==> src/rtl/mem_bus_if.sv <==
// Load/store adapter from the multicycle datapath to a word-wide req/ack memory bus.
// Optional REQ-phase timeout is compiled in with `define MEM_BUS_IF_TIMEOUT_EN.
package mem_bus_if_pkg;
    typedef enum logic [2:0] {
        BYTE  = 3'd0,
        HALF  = 3'd1,
        WORD  = 3'd2,
        UBYTE = 3'd3,
        UHALF = 3'd4,
        NONE  = 3'd5
    } mem_dt_e;
endpackage

module mem_bus_if
    import mem_bus_if_pkg::*;
#(
    parameter int TIMEOUT_CYCLES = 16
) (
    input  logic        clk,
    input  logic        rst,
    input  logic        start,
    input  logic        we,
    input  logic [31:0] addr,
    input  logic [31:0] wd,
    input  mem_dt_e     dt,
    output logic        busy,
    output logic        done,
    output logic        err,
    output logic [31:0] rd,
    output logic        bus_req,
    output logic        bus_we,
    output logic [31:0] bus_addr,
    output logic [3:0]  bus_be,
    output logic [31:0] bus_wdata,
    input  logic [31:0] bus_rdata,
    input  logic        bus_ack
);

    typedef enum logic [1:0] {
        S_IDLE = 2'd0,
        S_REQ  = 2'd1,
        S_RESP = 2'd2,
        S_ERR  = 2'd3
    } state_e;

    state_e      state_reg, state_next;
    mem_dt_e     dt_reg;
    logic [1:0]  off_reg;
    logic        bus_we_reg;
    logic [31:0] bus_addr_reg;
    logic [3:0]  bus_be_reg;
    logic [31:0] bus_wdata_reg;
    logic [31:0] rd_reg;

    logic        req_bad;
    logic [3:0]  be_dec;
    logic [31:0] wdata_dec;
    logic        tmo_hit;

    // Request decode: alignment check, lane enables and lane-replicated store data.
    always_comb begin
        req_bad   = 1'b0;
        be_dec    = 4'b0000;
        wdata_dec = wd;
        case (dt)
            BYTE, UBYTE: begin
                be_dec    = 4'b0001 << addr[1:0];
                wdata_dec = {4{wd[7:0]}};
            end
            HALF, UHALF: begin
                req_bad   = addr[0];
                be_dec    = 4'b0011 << addr[1:0];
                wdata_dec = {2{wd[15:0]}};
            end
            WORD: begin
                req_bad = |addr[1:0];
                be_dec  = 4'b1111;
            end
            default: req_bad = 1'b1;
        endcase
    end

    logic [7:0]  rbyte [4];
    logic [7:0]  sel_b;
    logic [15:0] sel_h;
    logic [31:0] rd_ext;

    for (genvar gi = 0; gi < 4; gi++) begin : g_lane
        assign rbyte[gi] = bus_rdata[8*gi +: 8];
    end

    assign sel_b = rbyte[off_reg];
    assign sel_h = off_reg[1] ? bus_rdata[31:16] : bus_rdata[15:0];

    always_comb begin
        rd_ext = bus_rdata;
        case (dt_reg)
            BYTE:    rd_ext = {{24{sel_b[7]}}, sel_b};
            UBYTE:   rd_ext = {24'd0, sel_b};
            HALF:    rd_ext = {{16{sel_h[15]}}, sel_h};
            UHALF:   rd_ext = {16'd0, sel_h};
            default: rd_ext = bus_rdata;
        endcase
    end

`ifdef MEM_BUS_IF_TIMEOUT_EN
    localparam int CW = $clog2(TIMEOUT_CYCLES + 1);
    logic [CW-1:0] tmo_cnt_reg;

    // Counter sits at zero outside REQ, so it is already cleared on REQ entry.
    always_ff @(posedge clk or posedge rst) begin
        if (rst) begin
            tmo_cnt_reg <= '0;
        end else if (state_reg != S_REQ) begin
            tmo_cnt_reg <= '0;
        end else if (!bus_ack) begin
            tmo_cnt_reg <= tmo_cnt_reg + 1'b1;
        end
    end

    assign tmo_hit = (tmo_cnt_reg == CW'(TIMEOUT_CYCLES - 1));
`else
    assign tmo_hit = 1'b0;
`endif

    always_ff @(posedge clk or posedge rst) begin
        if (rst) begin
            state_reg <= S_IDLE;
        end else begin
            state_reg <= state_next;
        end
    end

    // An ack on the final allowed REQ cycle takes priority over the timeout.
    always_comb begin
        state_next = state_reg;
        case (state_reg)
            S_IDLE: begin
                if (start) begin
                    state_next = req_bad ? S_ERR : S_REQ;
                end
            end
            S_REQ: begin
                if (bus_ack) begin
                    state_next = S_RESP;
                end else if (tmo_hit) begin
                    state_next = S_ERR;
                end
            end
            S_RESP:  state_next = S_IDLE;
            S_ERR:   state_next = S_IDLE;
            default: state_next = S_IDLE;
        endcase
    end

    always_ff @(posedge clk or posedge rst) begin
        if (rst) begin
            dt_reg        <= BYTE;
            off_reg       <= 2'd0;
            bus_we_reg    <= 1'b0;
            bus_addr_reg  <= 32'd0;
            bus_be_reg    <= 4'd0;
            bus_wdata_reg <= 32'd0;
            rd_reg        <= 32'd0;
        end else begin
            if (state_reg == S_IDLE && start && !req_bad) begin
                dt_reg        <= dt;
                off_reg       <= addr[1:0];
                bus_we_reg    <= we;
                bus_addr_reg  <= {addr[31:2], 2'b00};
                bus_be_reg    <= be_dec;
                bus_wdata_reg <= wdata_dec;
            end
            if (state_reg == S_REQ && bus_ack && !bus_we_reg) begin
                rd_reg <= rd_ext;
            end
        end
    end

    assign busy      = (state_reg != S_IDLE);
    assign done      = (state_reg == S_RESP) || (state_reg == S_ERR);
    assign err       = (state_reg == S_ERR);
    assign bus_req   = (state_reg == S_REQ);
    assign bus_we    = bus_we_reg;
    assign bus_addr  = bus_addr_reg;
    assign bus_be    = bus_be_reg;
    assign bus_wdata = bus_wdata_reg;
    assign rd        = rd_reg;

endmodule

==> config.mk <==
export PLATFORM = sky130hd
export DESIGN_NAME = mem_bus_if
export DESIGN_NICKNAME = d
export VERILOG_FILES = /design/src/rtl/mem_bus_if.sv
export SDC_FILE = /design/constraint.sdc
export NUM_CORES = 1
export LEC_CHECK = 0
export ABC_AREA = 1
export ABC_CLOCK_PERIOD_IN_PS = 4200
export CAP_MARGIN = 20
export CORE_ASPECT_RATIO = 0.8
export CORE_MARGIN = 2
export CORE_UTILIZATION = 35
export DETAILED_ROUTE_END_ITERATION = 7
export DONT_BUFFER_PORTS = 1
export PLACE_DENSITY = 0.54
export SKIP_CTS_REPAIR_TIMING = 1
export SLEW_MARGIN = 40
export SYNTH_ARGS = -nofsm -noshare
export SYNTH_HDL_FRONTEND = slang
export SYNTH_SLANG_ARGS = --single-unit
==> constraint.sdc <==
create_clock -name clk -period 4.2 [get_ports clk]
set_input_delay 0.84 -clock clk [delete_from_list [all_inputs] [get_ports clk]]
set_output_delay 0.84 -clock clk [all_outputs]
set_load 0.03 [all_outputs]
Word level (Yosys, flattened, before mapping)
Index checks and enable logic that the tools add are counted.
{"block": "word_totals", "input_bits": 104, "out_inout_bits": 105, "register_bits": 106, "wordCells": 52}
{"block": "op_classes", "shift": 2, "n_reduce_logical": 16, "n_eq_ne": 12, "muxes": 12, "bitwise_logic": 1, "order_cmp": 1}
{"cell": "$pmux 32 s4", "count": 1}
{"cell": "$pmux 32 s2", "count": 1}
{"cell": "$bmux 8 s2", "count": 1}
{"cell": "$mux 16", "count": 1}
{"cell": "$mux 8", "count": 2}
{"cell": "$pmux 4 s3", "count": 1}
{"cell": "$eq 3x2->1 const B", "count": 3}
{"cell": "$reduce_or 2->1", "count": 4}
{"cell": "$eq 3x1->1 const B", "count": 2}
{"cell": "$eq 3x3->1 const B", "count": 2}
{"cell": "$logic_not 3->1", "count": 2}
{"cell": "$mux 2", "count": 3}
{"cell": "$pmux 2 s3", "count": 1}
{"cell": "$eq 2x2->1 const B", "count": 2}
{"cell": "$logic_and 1x1->1", "count": 4}
{"cell": "$shl 1x2->4 const A", "count": 1}
{"cell": "$shl 2x2->4 const A", "count": 1}
{"cell": "$ge 3x3->1 const B", "count": 1}
{"cell": "$not 2->3", "count": 1}
{"cell": "$pmux 1 s3", "count": 1}
{"cell": "$eq 2x1->1 const B", "count": 1}
{"cell": "$logic_not 1->1", "count": 2}
{"cell": "$logic_not 2->1", "count": 1}
{"cell": "$ne 2x1->1 const B", "count": 1}
{"cell": "4 further kinds", "count": 4}

Logic depth before layout (Yosys ltp)
{"block": "logic_depth", "ltp_word": 6, "mapped_depth": 11, "mapped_depth_nobuf": 9}

Worst setup path before layout
OpenSTA, ideal clock, no wires.
{"block": "synth_path", "path_type": "input -> register", "startpoint": "input port dt[0]", "endpoint": "register bus_addr_reg[10] (netlist: bus_addr[10])", "setup_ps": 117, "required_time_ps": 4083, "path_buffers": 2, "arrival_time_ps": 1729, "cell_stages": 10, "path_slack_ps": 2355, "cell_sequence": "inv_2 > nand2_2 > inv_2 > nand2_2 > nand2_2 > nand4_2 > buf_4 > buf_2 > nand2_1 > nand2_1"}
{"block": "synth_via", "elab_chain_len": 5, "elab_cells_between_ends": 10, "cone_classes": "eq/ne: 4; mux: 1; reduce/logical: 5"}
{"element": "from (decl)", "line_no": "25", "source": "input mem_dt_e dt,"}
{"element": "$eq 3x1->1 (tied with other cells)", "line_no": "65", "source": "case (dt)"}
{"element": "$reduce_or 2->1", "line_no": "65"}
{"element": "$pmux 1 s3 (*)", "line_no": "65"}
{"element": "$logic_not 1->1 (*)", "line_no": "166", "source": "if (state_reg == S_IDLE && start && !req_bad) begin"}
{"element": "$logic_and 1x1->1 (*)", "line_no": "166"}
{"element": "to (signal assigned)", "line_no": "170", "source": "bus_addr_reg <= {addr[31:2], 2'b00};"}
{"element": "to (decl)", "line_no": "50", "source": "logic [31:0] bus_addr_reg;"}
Every way passes the cells marked *; elsewhere a longest branch is shown, timed or not.
A chain may end at the register's enable or synchronous reset.

Worst setup path after layout
{"block": "layout_path", "startpoint": "register state_reg[1]", "endpoint": "register bus_addr_reg[28] (netlist: bus_addr[28])"}
{"block": "layout_via", "elab_chain_len": 3}
{"element": "from (decl)", "line_no": "46", "source": "state_e state_reg, state_next;"}
{"element": "from (signal assigned)", "line_no": "130", "source": "state_reg <= state_next;"}
{"element": "$logic_not 2->1", "line_no": "166"}
{"element": "$logic_and 1x1->1 (2 in a row)", "line_no": "166"}
Every way passes these cells.

==> summary.txt <==
Run status
  • Status: complete, no violations

Placement
  • GP Congestion: 0.826
  • DPL Wire Length: 11.5 mm
  • Place WS: 1410 ps
  • Port buffer count: 0

Logic synthesis
  • Synth area leader: dfrtp_1
  • Area contributors post-synth: dfrtp_1 (47%), nand2_1 (26%), inv_1 (5.1%), nand3_1 (3.7%), nand3b_1 (3.3%)
  • Synth warn: 0
  • Share of the synthesized area in the top cell type: 46.6%
  • Register area share after synthesis: 46.6%
  • Synth cell types: 24
  • Mapped Cells: 796
  • Yosys reg bits: 106
  • Syn Std Cell Area: 0.00569 mm2
  • Post-Synthesis Mean Instance Area: 7.15 um2

Floorplanning
  • Die Ht: 118 um
  • Num ports: 209
  • Die width: 147 um
  • Core box area: 0.0159 mm2
  • Initial Util: 35.9%
  • Row Count: 41
  • Die area: 0.0173 mm2

Power and ir drop
  • Clock power frac: 17.3%
  • Sw Ratio: 52.1%
  • Power Dens Cells: 855 mW/mm2
  • VDD IR max: 322 uV
  • Switching power: 2730 uW
  • Comb pwr share: 29.0%
  • Internal: 2500 uW
  • Final Power: 5230 uW
  • Leak pwr: 0.00329 uW
  • Seq pwr share: 53.7%

STA
  • Relative slew margins: 44.7%
  • RSZ-0062 raised after global routing: no
  • Tightest Pin Transition: 827 ps
  • Final setup viols: 0
  • Fin. Hold Viols: 0
  • Layout Skew: 8.61 ps
  • Tmin final: 2500 ps
  • Peak Freq: 401 MHz
  • Slew Limit Fails: 0
  • Setup WS post-layout: 1700 ps
  • Hold WS: 468 ps
  • Setup_tns: 0 ps
  • Fin crit share: 59.4%

Cells and area
  • Layout Utilization: 38.6%
  • Total Nets Final: 876
  • Layout cells sized above 1: 8.37%
  • Layout area overhead: 7.50%
  • # diodes: 0
  • Fill count: 1666

Critical path
  • CP startpoint kind: flop
  • CP endpoint kind: flop
  • R2R setup slack: 1700 ps
  • Slowest CP cell: dfrtp_1
  • Max incr delay on CP: 620 ps
  • CP delay by family, top: buffers and inverters
  • Crit path buf inv count: 3
  • Critical Path RT: 4440 ps
  • CP Depth: 8
  • CP Cell Sequence: inv_2, nand2_1, nor2_1, nand4_4, clkinv_2, buf_4, nand2_1, nand2_1
  • R2r worst-path depth: 8
  • WS Path Type: reg2reg
  • Cell mode on critical path: nand2_1
  • Worst Path Max Fanout: 52
  • Reg-to-Reg End: bus_addr[28]
  • RR Startpoint: state_reg[1]
  • CP Data Arrival Time: 2730 ps

GRT
  • Initial antenna violation count: 0
  • First-pass GRT wire length: 25.8 mm
  • Vias in the first global route: 4553
  • Grt ovf: 0
  • Largest net degree at the start of global routing: 78
  • GRT Total Usage: 18.9%

Detailed routing
  • # DRC: 0
  • DRT iter0 DRCs: 303
  • Pre-antenna DRT Iters: 4
  • Via count: 4732
  • Average wire per standard cell: 16.3 um
  • Drt via density: 4.77
  • Final wirelength: 16.2 mm
  • Post-route antenna net violation count: 0

Clocking
  • Clk root buf: clkbuf_16
  • Clock sinks: 106
  • H-tree depth: 3
  • Worst-path clk slew: 80 ps
  • CTS buffer count: 9
  • Clock latency on the worst-skew pair: 350 ps
  • Clock buffer depth: 2
  • CTS tree: done

Min path
  • Hold Crit Class: in2async

Run
  • Max cap viols: 0
[synth_stat cells]
master / n
buf_4: 6
conb_1: 1
buf_1: 2
nand4_2: 1
nand4_1: 1
or2_2: 25
nand2_2: 4
dfrtp_1: 106
a21oi_1: 2
nand3b_1: 25
inv_2: 7
o21ai_0: 31
nand3_1: 42
o31ai_1: 1
clkbuf_2: 1
nor2_1: 8
o211ai_1: 24
inv_1: 78
o21ai_1: 3
clkbuf_1: 16
nand2_1: 392
nor2_2: 2
buf_6: 4
buf_2: 14
[placed cells by master, fill, tap and decap left out, drive strengths merged, types with 3 or more instances in the layout]
master / count
or2: 25
nand3b: 25
nor2: 10
nand2: 396
o21ai: 34
clkinv: 3
o211ai: 24
buf: 7
nand3: 42
clkbuf: 9
dfrtp: 106
inv: 87
[kinds of logic after synthesis]
kind of cell    count (synthesis)  share of synthesized area [%]
compound gates                 61                           6.47
other cells                     1                         0.0659
buf+inv                       128                           9.70
simple gates                  500                           37.1
flops                         106                           46.6
[final cells by class]
class	count	area (um2)	share of cell area, %
tap	215	269	4.40
clock inverter	7	87.6	1.43
multi-input combinational	563	2500	41.0
sequential	106	2650	43.4
inverter	85	323	5.28
clock buffer	9	225	3.68
timing repair buffer	7	52.6	0.859
[power groups by stage]
stage / logic (uW) / clock network, uW / registers [uW]
after global placement: 1490 / 0 / 2840
after floorplan: 1320 / 0 / 2640
final: 1510 / 906 / 2810
after CTS: 1520 / 940 / 2820
after global routing: 1760 / 977 / 2880
after detailed placement: 1520 / 0 / 2830
[routing by layer]
metal  vias up  global-route usage (%)  routed length [um]  share of wire [%]
met5         -                       0                   0                  0
met4         0                    4.61                 203                1.3
met3        15                    7.87                1590                9.8
met2       180                    26.9                6770                 42
met1      2145                    26.7                7610                 47
li1       2392                       -                   -                  -
[stage by stage]
step / instance area, um2 / instances
2_1_floorplan: 5690 / 797
3_3_place_gp: 5790 / 976
3_5_place_dp: 5800 / 976
4_1_cts: 6110 / 992
5_1_grt: 6110 / 992
6_report: 6110 / 992
[worst max path at each step]
stage | from | endpoint
global placement | dt[0] | bus_addr[25]
detailed placement | dt[0] | bus_addr[29]
finish | state_reg[1] | bus_addr[28]
CTS | state_reg[1] | bus_addr[29]
global route | state_reg[1] | bus_addr[28]
floorplan | rst | bus_addr[10]
No activity file was read; power rests on OpenSTA's default activity.
